===== src/rtl/rr_bus_arbiter_3_if.sv =====
`default_nettype none
// +---------------------------------------------------------------------+
// | rr_bus_arbiter_3_if : requester/consumer bus of the 3-way arbiter   |
// | Rev 1.0                                                             |
// +---------------------------------------------------------------------+
interface rr_bus_arbiter_3_if #(
    parameter int WIDTH = 32
);
    logic [2:0]       req;
    logic [2:0]       last;
    logic [WIDTH-1:0] d0;
    logic [WIDTH-1:0] d1;
    logic [WIDTH-1:0] d2;
    logic [2:0]       ack;
    logic [2:0]       gnt;
    logic [1:0]       sel;
    logic             out_valid;
    logic [WIDTH-1:0] out_data;
    logic             out_ready;

    modport master (
        input  req, last, d0, d1, d2, out_ready,
        output ack, gnt, sel, out_valid, out_data
    );

    modport slave (
        output req, last, d0, d1, d2, out_ready,
        input  ack, gnt, sel, out_valid, out_data
    );
endinterface
`default_nettype wire


===== src/rtl/rr_bus_arbiter_3.sv =====
`default_nettype none
// +---------------------------------------------------------------------+
// | rr_bus_arbiter_3 : round-robin burst arbiter with registered output |
// | Optional grant statistics / stall flag under ARB_STATS_EN. Rev 1.0  |
// +---------------------------------------------------------------------+
module rr_bus_arbiter_3 #(
    parameter int WIDTH     = 32,
    parameter int MAX_BURST = 4,
    parameter int CNT_W     = 3
) (
    input  wire logic          clk,
    input  wire logic          rst_n,
    rr_bus_arbiter_3_if.master bus
`ifdef ARB_STATS_EN
    ,
    output logic [15:0]        gnt_cnt0,
    output logic [15:0]        gnt_cnt1,
    output logic [15:0]        gnt_cnt2,
    output logic               stall
`endif
);

    typedef enum logic [0:0] {
        S_IDLE  = 1'b0,
        S_GRANT = 1'b1
    } state_t;

    state_t           r_state;
    logic [2:0]       r_gnt;
    logic [1:0]       r_sel;
    logic [1:0]       r_ptr;
    logic [CNT_W-1:0] r_cnt;
    logic             r_out_valid;
    logic [WIDTH-1:0] r_out_data;

    logic             w_can_load;
    logic [2:0]       w_gnt_req;
    logic [2:0]       w_ack;
    logic             w_xfer;
    logic             w_last;
    logic [CNT_W-1:0] w_cnt_nxt;
    logic             w_burst_end;
    logic             w_release;
    logic             w_any_req;
    logic [1:0]       w_c1;
    logic [1:0]       w_c2;
    logic [1:0]       w_c3;
    logic [1:0]       w_pick_idx;
    logic [WIDTH-1:0] w_mux;

    function automatic logic [1:0] f_next(input logic [1:0] p);
        return (p == 2'd2) ? 2'd0 : p + 2'd1;
    endfunction

    function automatic logic [2:0] f_onehot(input logic [1:0] idx);
        logic [2:0] v;
        v = 3'b000;
        case (idx)
            2'd1:    v = 3'b010;
            2'd2:    v = 3'b100;
            default: v = 3'b001;
        endcase
        return v;
    endfunction

    // A word may enter the output stage when it is empty or draining this cycle.
    assign w_can_load  = !r_out_valid || bus.out_ready;
    assign w_gnt_req   = r_gnt & bus.req;
    assign w_ack       = (r_state == S_GRANT) ? (w_gnt_req & {3{w_can_load}}) : 3'b000;
    assign w_xfer      = |w_ack;
    assign w_last      = |(r_gnt & bus.last);
    assign w_cnt_nxt   = r_cnt + 1'b1;
    assign w_burst_end = (w_cnt_nxt == CNT_W'(MAX_BURST));
    assign w_release   = !(|w_gnt_req) || (w_xfer && (w_last || w_burst_end));
    assign w_any_req   = |bus.req;

    // Search order starts just after the last granted requester.
    assign w_c1 = f_next(r_ptr);
    assign w_c2 = f_next(w_c1);
    assign w_c3 = f_next(w_c2);

    always_comb begin
        w_pick_idx = w_c3;
        if (bus.req[w_c1]) begin
            w_pick_idx = w_c1;
        end else if (bus.req[w_c2]) begin
            w_pick_idx = w_c2;
        end
    end

    always_comb begin
        w_mux = bus.d0;
        case (r_sel)
            2'd1:    w_mux = bus.d1;
            2'd2:    w_mux = bus.d2;
            default: w_mux = bus.d0;
        endcase
    end

    always_ff @(posedge clk) begin
        if (!rst_n) begin
            r_state     <= S_IDLE;
            r_gnt       <= 3'b000;
            r_sel       <= 2'd0;
            r_ptr       <= 2'd2;
            r_cnt       <= '0;
            r_out_valid <= 1'b0;
            r_out_data  <= '0;
        end else begin
            if (w_xfer) begin
                r_out_data  <= w_mux;
                r_out_valid <= 1'b1;
            end else if (r_out_valid && bus.out_ready) begin
                r_out_valid <= 1'b0;
            end

            case (r_state)
                S_IDLE: begin
                    if (w_any_req) begin
                        r_gnt   <= f_onehot(w_pick_idx);
                        r_sel   <= w_pick_idx;
                        r_cnt   <= '0;
                        r_state <= S_GRANT;
                    end
                end
                S_GRANT: begin
                    if (w_xfer) begin
                        r_cnt <= w_cnt_nxt;
                    end
                    // Release always lands in IDLE, giving one dead cycle per hand-over.
                    if (w_release) begin
                        r_gnt   <= 3'b000;
                        r_ptr   <= r_sel;
                        r_cnt   <= '0;
                        r_state <= S_IDLE;
                    end
                end
                default: r_state <= S_IDLE;
            endcase
        end
    end

    assign bus.ack       = w_ack;
    assign bus.gnt       = r_gnt;
    assign bus.sel       = r_sel;
    assign bus.out_valid = r_out_valid;
    assign bus.out_data  = r_out_data;

`ifdef ARB_STATS_EN
    logic [15:0] r_gnt_cnt [3];
    logic        w_new_grant;

    assign w_new_grant = (r_state == S_IDLE) && w_any_req;

    always_ff @(posedge clk) begin
        if (!rst_n) begin
            for (int k = 0; k < 3; k++) begin
                r_gnt_cnt[k] <= 16'h0000;
            end
        end else if (w_new_grant) begin
            for (int k = 0; k < 3; k++) begin
                if ((w_pick_idx == 2'(k)) && (r_gnt_cnt[k] != 16'hFFFF)) begin
                    r_gnt_cnt[k] <= r_gnt_cnt[k] + 16'd1;
                end
            end
        end
    end

    assign gnt_cnt0 = r_gnt_cnt[0];
    assign gnt_cnt1 = r_gnt_cnt[1];
    assign gnt_cnt2 = r_gnt_cnt[2];
    assign stall    = (r_state == S_GRANT) && (|w_gnt_req) && !w_can_load;
`endif

endmodule
`default_nettype wire


===== src/flat_wrapper.sv =====
// flat-port wrapper written by rule: the top's interface ports become plain ports
module rr_bus_arbiter_3_flat 
#(
    parameter int WIDTH     = 32,
    parameter int MAX_BURST = 4,
    parameter int CNT_W     = 3
)
  (clk, rst_n, bus_req, bus_last, bus_d0, bus_d1, bus_d2, bus_out_ready, bus_ack, bus_gnt, bus_sel, bus_out_valid, bus_out_data);
  rr_bus_arbiter_3_if #(.WIDTH(WIDTH)) bus_i ();
  input  wire logic clk;
  input  wire logic rst_n;
  input wire logic [$bits(bus_i.req)-1:0] bus_req;
  input wire logic [$bits(bus_i.last)-1:0] bus_last;
  input wire logic [$bits(bus_i.d0)-1:0] bus_d0;
  input wire logic [$bits(bus_i.d1)-1:0] bus_d1;
  input wire logic [$bits(bus_i.d2)-1:0] bus_d2;
  input wire logic [$bits(bus_i.out_ready)-1:0] bus_out_ready;
  output wire logic [$bits(bus_i.ack)-1:0] bus_ack;
  output wire logic [$bits(bus_i.gnt)-1:0] bus_gnt;
  output wire logic [$bits(bus_i.sel)-1:0] bus_sel;
  output wire logic [$bits(bus_i.out_valid)-1:0] bus_out_valid;
  output wire logic [$bits(bus_i.out_data)-1:0] bus_out_data;
  assign bus_i.req = bus_req;
  assign bus_i.last = bus_last;
  assign bus_i.d0 = bus_d0;
  assign bus_i.d1 = bus_d1;
  assign bus_i.d2 = bus_d2;
  assign bus_i.out_ready = bus_out_ready;
  assign bus_ack = bus_i.ack;
  assign bus_gnt = bus_i.gnt;
  assign bus_sel = bus_i.sel;
  assign bus_out_valid = bus_i.out_valid;
  assign bus_out_data = bus_i.out_data;
  rr_bus_arbiter_3 #(.WIDTH(WIDTH), .MAX_BURST(MAX_BURST), .CNT_W(CNT_W)) u_core (.clk(clk), .rst_n(rst_n), .bus(bus_i));
endmodule

===== config.mk =====
export PLATFORM = sky130hd
export DESIGN_NAME = rr_bus_arbiter_3_flat
export DESIGN_NICKNAME = d
export VERILOG_FILES = /design/src/rtl/rr_bus_arbiter_3_if.sv /design/src/rtl/rr_bus_arbiter_3.sv /design/src/flat_wrapper.sv
export SDC_FILE = /design/constraint.sdc
export NUM_CORES = 1
export LEC_CHECK = 0
export ABC_CLOCK_PERIOD_IN_PS = 5100
export CORE_ASPECT_RATIO = 1.1
export CORE_MARGIN = 2
export CORE_UTILIZATION = 30
export CTS_CLUSTER_SIZE = 8
export DETAILED_ROUTE_END_ITERATION = 7
export PLACE_DENSITY = 0.71
export SLEW_MARGIN = 25
export SYNTH_ARGS = -nofsm -noshare
export SYNTH_HDL_FRONTEND = slang
export SYNTH_SLANG_ARGS = --single-unit

===== constraint.sdc =====
create_clock -name clk -period 5.1 [get_ports clk]
set_input_delay 0.51 -clock clk [delete_from_list [all_inputs] [get_ports clk]]
set_output_delay 0.51 -clock clk [all_outputs]
set_load 0.05 [all_outputs]

Word-level counts from Yosys, hierarchy flattened
Cells that the tools add are included.
{"block": "word_totals", "regBits": 44}
{"block": "classes", "n_eq_ne": 11, "addsub": 4, "n_mux": 24, "bitwise_logic": 4, "reduce_logical": 16, "n_lt_le_gt_ge": 2}
{"cell": "$pmux W32 S2", "count": 1}
{"cell": "$mux W3", "count": 6}
{"cell": "$pmux W3 S2", "count": 3}
{"cell": "$reduce_or A3 Y1", "count": 4}
{"cell": "$eq A2 B2 Y1 const B", "count": 5}
{"cell": "$mux W2", "count": 5}
{"cell": "$and A3 B3 Y3", "count": 3}
{"cell": "$reduce_and A2 Y1", "count": 4}
{"cell": "$add A2 B1 Y2 const B", "count": 3}
{"cell": "$lt A2 B3 Y1 const B", "count": 2}
{"cell": "$mux W1", "count": 6}
{"cell": "$bmux W1 S2", "count": 2}
{"cell": "$eq A2 B1 Y1 const B", "count": 2}
{"cell": "$add A3 B1 Y3 const B", "count": 1}
{"cell": "$eq A3 B3 Y1 const B", "count": 1}
{"cell": "$logic_or A1 B1 Y1", "count": 3}
{"cell": "$ne A3 B3 Y1 const B", "count": 1}
{"cell": "$logic_and A1 B1 Y1", "count": 2}
{"cell": "$logic_not A1 Y1", "count": 2}
{"cell": "$ne A2 B1 Y1 const B", "count": 1}
{"cell": "$ne A2 B2 Y1 const B", "count": 1}
{"cell": "$pmux W1 S2", "count": 1}
{"cell": "$reduce_bool A2 Y1", "count": 1}
{"cell": "$not A1 Y1", "count": 1}

Longest topological paths before layout
Gate-level depths: netlist (run 1).
{"block": "logic_depth", "word_depth": 12, "mapped_depth": 8, "ltp_nobuf": 7}

Least setup slack after synthesis (run 1)
Ideal clock, no wire load.
{"block": "synth_timing", "kind": "reg2out", "from": "reg u_core.r_out_valid (netlist: u_core.bus.out_valid)", "to": "out bus_ack[0]", "slack_ns": 2.979, "t_arrival_ns": 1.611, "required_time_ns": 4.590, "stages_incl_launch_ff": 4, "cell_sequence": "dfxtp_1 nor2b_1 nand2b_1 nor2_1"}
{"block": "synth_between", "elab_chain_cells": 4}
{"element": "from (decl)", "line_no": "rr_bus_arbiter_3.sv:33", "rtl": "logic r_out_valid;"}
{"element": "from (signal assigned)", "line_no": "rr_bus_arbiter_3.sv:107", "rtl": "r_out_valid <= 1'b0;"}
{"element": "from (signal assigned)", "line_no": "rr_bus_arbiter_3.sv:112", "rtl": "r_out_valid <= 1'b1;"}
{"element": "from (signal assigned)", "line_no": "rr_bus_arbiter_3.sv:114", "rtl": "r_out_valid <= 1'b0;"}
{"element": "$logic_not A1 Y1", "line_no": "rr_bus_arbiter_3.sv:67", "rtl": "assign w_can_load = !r_out_valid || bus.out_ready;"}
{"element": "$logic_or A1 B1 Y1", "line_no": "rr_bus_arbiter_3.sv:67"}
{"element": "$and A3 B3 Y3", "line_no": "rr_bus_arbiter_3.sv:69", "rtl": "assign w_ack = (r_state == S_GRANT) ? (w_gnt_req & {3{w_can_load}}) : 3'b000;"}
{"element": "$mux W3", "line_no": "rr_bus_arbiter_3.sv:69"}
{"element": "to (decl)", "line_no": "flat_wrapper.sv:18", "rtl": "output wire logic [$bits(bus_i.ack)-1:0] bus_ack;"}
No other way between the ends.

Final worst setup path (run 1)
{"block": "layout_timing", "from": "in bus_out_ready", "to": "out bus_ack[0]"}
{"block": "layout_between", "elab_chain_cells": 3}
{"element": "from (decl)", "line_no": "flat_wrapper.sv:17", "rtl": "input wire logic [$bits(bus_i.out_ready)-1:0] bus_out_ready;"}
{"element": "$logic_or A1 B1 Y1", "line_no": "rr_bus_arbiter_3.sv:67"}
{"element": "$and A3 B3 Y3", "line_no": "rr_bus_arbiter_3.sv:69"}
{"element": "$mux W3", "line_no": "rr_bus_arbiter_3.sv:69"}
No other way between the ends.

==> results of run 1 <==
## per-layer routing
metal | part of all wire, % | vias up | wire length (µm) | GRT usage [%]
met5 | 0 | - | 0 | 0
met4 | 1.6 | 0 | 131 | 5.01
met3 | 6.5 | 13 | 516 | 4.58
met2 | 50 | 96 | 4020 | 33.2
met1 | 41 | 1244 | 3300 | 19.8
li1 | - | 1419 | - | -
## worst reg2reg max path, cell delays in order (launching register included)
cell and delay, ns:
dfxtp_1 0.36, a222oi_1 0.73, or3_1 0.33, buf_4 0.38, nand2_1 0.13, a21oi_2 0.14
## cell families (layout without fill, tap and decap cells)
| logic type | Yosys count | after routing | synth area share (%) |
|---|---|---|---|
| AO/OA/AOI/OAI | 117 | 117 | 31.9 |
| XOR/XNOR | 1 | 1 | 0.350 |
| adder cells (fa/ha/maj) | 6 | 6 | 3.00 |
| buffers and inverters | 34 | 165 | 6.99 |
| flip-flops | 44 | 44 | 35.1 |
| multiplexers | 1 | 1 | 0.399 |
| AND/OR/NAND/NOR | 128 | 128 | 22.3 |
## cell type report
type | instances | area share, %
sequential | 44 | 21.5
inverter | 8 | 0.733
tap | 108 | 3.30
multi-input combinational | 253 | 35.6
timing repair buffer | 149 | 36.2
clock buffer | 5 | 1.68
clock inverter | 3 | 1.04
## flip-flops by register name (all words and copies together) (netlist names)
signal                count
u_core.bus.sel            2
u_core.bus.gnt            3
u_core.bus.out_data      32
u_core.r_ptr              2
u_core.r_cnt              3
u_core.r_state            1
u_core.bus.out_valid      1
## metrics by stage
step	area [µm²]	util (%)	hold slack, ns
after floorplan	2510	-	0.441
after global placement	3990	49.8	0.441
after detailed placement	3990	49.8	0.451
after CTS	4100	51.2	0.463
after global routing	4100	51.2	0.481
final	4100	51.2	0.457
## cell usage after synthesis (2+ instances only)
library cell	n
o211ai_1	2
a21oi_2	19
o21ai_0	32
dfxtp_1	44
buf_8	2
nor2_1	8
nand2b_1	2
a21oi_1	18
a22oi_1	32
nand2_1	94
inv_1	8
and3_1	3
a41o_1	3
ha_1	6
nand4b_1	2
nand3b_1	2
nand2_2	10
or3_1	2
a211oi_1	2
clkbuf_1	21
a32oi_1	2
a222oi_1	2
## how the worst min path moves through the flow
stage | start | endpoint | cells past startpoint
floorplan | u_core.r_ptr[0]$_SDFFE_PN0P_ | u_core.r_ptr[0]$_SDFFE_PN0P_ | 2
global placement | u_core.bus.out_data[10]$_SDFFE_PN0P_ | u_core.bus.out_data[10]$_SDFFE_PN0P_ | 2
detailed placement | u_core.bus.out_data[14]$_SDFFE_PN0P_ | u_core.bus.out_data[14]$_SDFFE_PN0P_ | 2
CTS | u_core.bus.out_data[26]$_SDFFE_PN0P_ | u_core.bus.out_data[26]$_SDFFE_PN0P_ | 2
global route | u_core.bus.out_data[24]$_SDFFE_PN0P_ | u_core.bus.out_data[24]$_SDFFE_PN0P_ | 2
finish | u_core.bus.out_data[26]$_SDFFE_PN0P_ | u_core.bus.out_data[26]$_SDFFE_PN0P_ | 2
## power breakdown
group / internal (µW) / switching, µW
clock: 145 / 123
combinational: 152 / 187
sequential: 360 / 14.1
==> results.cfg, run 1 <==
[status]
outcome = finished clean

[grt]
grt_overflow_total = 0
antenna_found_initial = 0
grt_pass1_wl_um = 13300
grtUsageTotal_pct = 17.7
first_global_vias = 2833
grt_max_degree = 65

[logic_synthesis]
synth_top_area_cell = dfxtp_1
async_flop_share_pct = 0
syn_avg_cell_area_um2 = 7.57
syn_inst = 331
synth-seq-area-share_pct = 35.1
synth_top_area_share_pct = 35.1
syn_nets = 442
ys_types = 37
ys_seq_elements = 44
ys_top_cells_by_area = dfxtp_1, nand2_1, a22oi_1
synth_edf_count = 0
ys.flop_type = dfxtp_1
yosysWarnings = 0
synth_area_mm2 = 0.00251

[route]
first_pass_iters = 4
viasPerCell = 4.86
drc = 0
drt-initial-drc-count = 105
routedWlPerCell_um = 14.0
vias = 2772
ant_nets = 0
wirelength_um = 7970

[critical_path]
slowest_delay_ns = 0.71
reg2reg_from = u_core.bus.gnt[0]$_SDFFE_PN0P_
crit_path_end_kind = primary output
crit_end = bus_ack[0]
worst-path-stages = 5
path_common_cell = clkdlybuf4s50_1
r2r-end = u_core.bus.out_data[12]$_SDFFE_PN0P_
crit_chain = clkdlybuf4s50_1 -> nor2b_1 -> nand2b_1 -> nor2_1 -> clkdlybuf4s50_1
crit_type = in -> out
start_kind = primary input
cp.arrival_ns = 2.34
regToRegSetupSlack_ns = 2.97
worstPathBufferInverterCount = 2
path_max_fanout = 6
path_delay_family = buffers and inverters
cp-startpoint = bus_out_ready
critPathRequiredTime_ns = 4.59
crit_slowest_cell = clkdlybuf4s50_1
rr_worst_depth = 5

[cts]
cts_setup_buffers = 0
cts_max_path_buffers = 2
cts_made_buffers = 5
insertion_delay_ns = 0.30
cts.clk_slew.worst_paths_ns = 0.09
cts_hold_buffers = 0
cts-resized-gates = 0
clockRootBuffer = clkbuf_8
cts_tree = built
cts_max_level = 2
cts_sinks = 44

[floorplanning]
floorplan.initialDensity_pct = 31.3
ios = 146
core-area_mm2 = 0.00800
fp.dieH_um = 99.9
die_area_mm2 = 0.00910
rows = 34
die-width_um = 91.1

[timing]
min_period_ns = 2.85
setup_violations = 0
finalCritPeriodShare_pct = 56.0
worst_pin_slew_ns = 0.911
layout_setup_ws_ns = 2.25
fin_setup_tns_ns = 0
fin_skew_ns = 0.0116
slew_violations = 0
slew_headroom_pct = 39.3
rsz0062_at_grt = false
fmax_ghz = 0.350
hold_violations = 0

[job]
cap_violations = 0

[final_layout]
regArea_um2 = 881
finalNetCount = 572
drive_gt1_share_pct = 9.74
stdcell_count = 570
multi_input_area_mm2 = 0.00146
layout_commonest_cell = clkdlybuf4s50_1
fillers = 790
mostFrequentLayoutCells = clkdlybuf4s50_1, nand2_1, dfxtp_1
antenna_cells = 0
area_delta_synth_final_pct = 63.5

[power]
total_power_uw = 981
ir_worst_vdd_mv = 0.113
powerDensity_mw_per_mm2 = 239
p_leak_uw = 0.00145

[hold_path]
timing.hold.worst.class = reg -> reg

[placement]
pre_cts_slack_ns = 2.23
placement.io_buffers = 145
dp.cells = 562
gp_congestion = 0.902
dpl.hpwl_um = 5960
No activity file was read; power rests on OpenSTA's default activity.
==> run 2: changes to the inputs <==
Settings changed: ABC_CLOCK_PERIOD_IN_PS 5100 to 2500, PLACE_DENSITY 0.71 to 0.74.
Clock period 5.1 ns to 2.5 ns, I/O delays scaled along.
==> results.cfg, run 2 (synthesized netlist as in run 1, its figures left out) <==
[status]
outcome = finished clean

[grt]
grt_pass1_wl_um = 12200
grt_overflow_total = 0
antenna_found_initial = 0
grt_max_degree = 61
first_global_vias = 2631
grtUsageTotal_pct = 16.3

[floorplanning]
die_area_mm2 = 0.00910
floorplan.initialDensity_pct = 31.3
core-area_mm2 = 0.00800
fp.dieH_um = 99.9
die-width_um = 91.1
rows = 34
ios = 146

[final_layout]
layout_commonest_cell = clkdlybuf4s50_1
antenna_cells = 0
area_delta_synth_final_pct = 64.4
finalNetCount = 577
fillers = 828
largest_reg_flops = 32
drive_gt1_share_pct = 10.9
design_area_mm2 = 0.00412
mostFrequentLayoutCells = clkdlybuf4s50_1, nand2_1, dfxtp_1

[critical_path]
regToRegSetupSlack_ns = 0.59
crit_slowest_cell = clkdlybuf4s50_1
cp.arrival_ns = 2.26
crit_path_end_kind = register
cp-startpoint = bus_req[1]
crit_chain = clkdlybuf4s50_1 -> a222oi_1 -> buf_4 -> nor3_4 -> buf_4 -> nand2_1 -> a21oi_2
start_kind = primary input
path_delay_family = buffers and inverters
path_common_cell = buf_4
rr_worst_depth = 5
crit_end = u_core.bus.out_data[22]$_SDFFE_PN0P_
r2r-end = u_core.bus.out_data[22]$_SDFFE_PN0P_
critPathRequiredTime_ns = 2.72
path_max_fanout = 20
worstPathBufferInverterCount = 3
crit_type = in -> reg
reg2reg_from = u_core.r_state$_SDFF_PN0_
slowest_delay_ns = 0.58
worst-path-stages = 7

[cts]
cts.clk_slew.worst_paths_ns = 0.08
cts_hold_buffers = 0
clockRootBuffer = clkbuf_8
cts_sinks = 44
cts_max_path_buffers = 2
cts_made_buffers = 5
cts_setup_buffers = 0
cts-resized-gates = 0
cts_tree = built
cts_max_level = 2
insertion_delay_ns = 0.29

[placement]
gp_congestion = 0.773
placement.io_buffers = 145
dpl.hpwl_um = 5970
pre_cts_slack_ns = 0.130
placed_area_mm2 = 0.00403

[job]
cap_violations = 0

[timing]
whs_ns = 0.455
fin_skew_ns = 0.00759
fin_setup_tns_ns = 0
rsz0062_at_grt = false
finalCritPeriodShare_pct = 81.4
min_period_ns = 2.04
layout_setup_ws_ns = 0.465
setup_violations = 0
hold_violations = 0
fmax_ghz = 0.491
worst_pin_slew_ns = 0.712
slew_headroom_pct = 52.4
slew_violations = 0

[power]
ir_worst_vdd_mv = 0.204
powerDensity_mw_per_mm2 = 468
p_leak_uw = 0.00148
total_power_uw = 1930

[route]
drt-initial-drc-count = 73
drc = 0
viasPerCell = 4.85
first_pass_iters = 4
routedWlPerCell_um = 13.5
vias = 2789
wirelength_um = 7770
ant_nets = 0

[hold_path]
timing.hold.worst.class = reg -> reg
min_from = u_core.bus.out_data[31]$_SDFFE_PN0P_
[run 2: through the flow]
step | std cells | utilization [%]
global route | 575 | 51.5
finish | 575 | 51.5
global placement | 567 | 50.4
CTS | 575 | 51.5
floorplan | 331 | -
detailed placement | 567 | 50.4
[run 2: cell type report]
class / count / area (µm²) / share of cell area [%]
Clock buffer: 8 / 90.1 / 2.19
Inverter: 8 / 30.0 / 0.729
Tap cell: 108 / 135 / 3.28
Multi-Input combinational cell: 253 / 1460 / 35.4
Sequential cell: 44 / 881 / 21.4
Timing Repair Buffer: 154 / 1520 / 37.0
[run 2: worst min-delay path: cells and delay by family, from the launching register on]
kind / cells / cell delay [ns]
compound gates: 1 / 0.05
flops: 1 / 0.31
simple gates: 1 / 0.05
[run 2: power by group]
group | internal, µW | total, µW | leakage [µW] | switching [µW]
combinational | 323 | 711 | 0.00108 | 388
clock | 226 | 454 | 0.0000455 | 228
sequential | 734 | 762 | 0.000357 | 28.3
[run 2: layer usage]
| layer | wire (µm) | vias to the layer above | global-route usage, % |
|---|---|---|---|
| met5 | 0 | - | 0 |
| met1 | 3180 | 1257 | 19.0 |
| met4 | 76 | 0 | 3.61 |
| li1 | - | 1425 | - |
| met3 | 584 | 7 | 4.80 |
| met2 | 3930 | 100 | 29.7 |
[run 2: worst min path at each step]
stage                                                 to  depth (start not counted)  slack [ns]
finish              u_core.bus.out_data[31]$_SDFFE_PN0P_                          2        0.45
global route        u_core.bus.out_data[30]$_SDFFE_PN0P_                          2        0.48
CTS                 u_core.bus.out_data[31]$_SDFFE_PN0P_                          2        0.46
detailed placement  u_core.bus.out_data[31]$_SDFFE_PN0P_                          2        0.45
global placement     u_core.bus.out_data[3]$_SDFFE_PN0P_                          2        0.44
floorplan                   u_core.r_ptr[0]$_SDFFE_PN0P_                          2        0.44
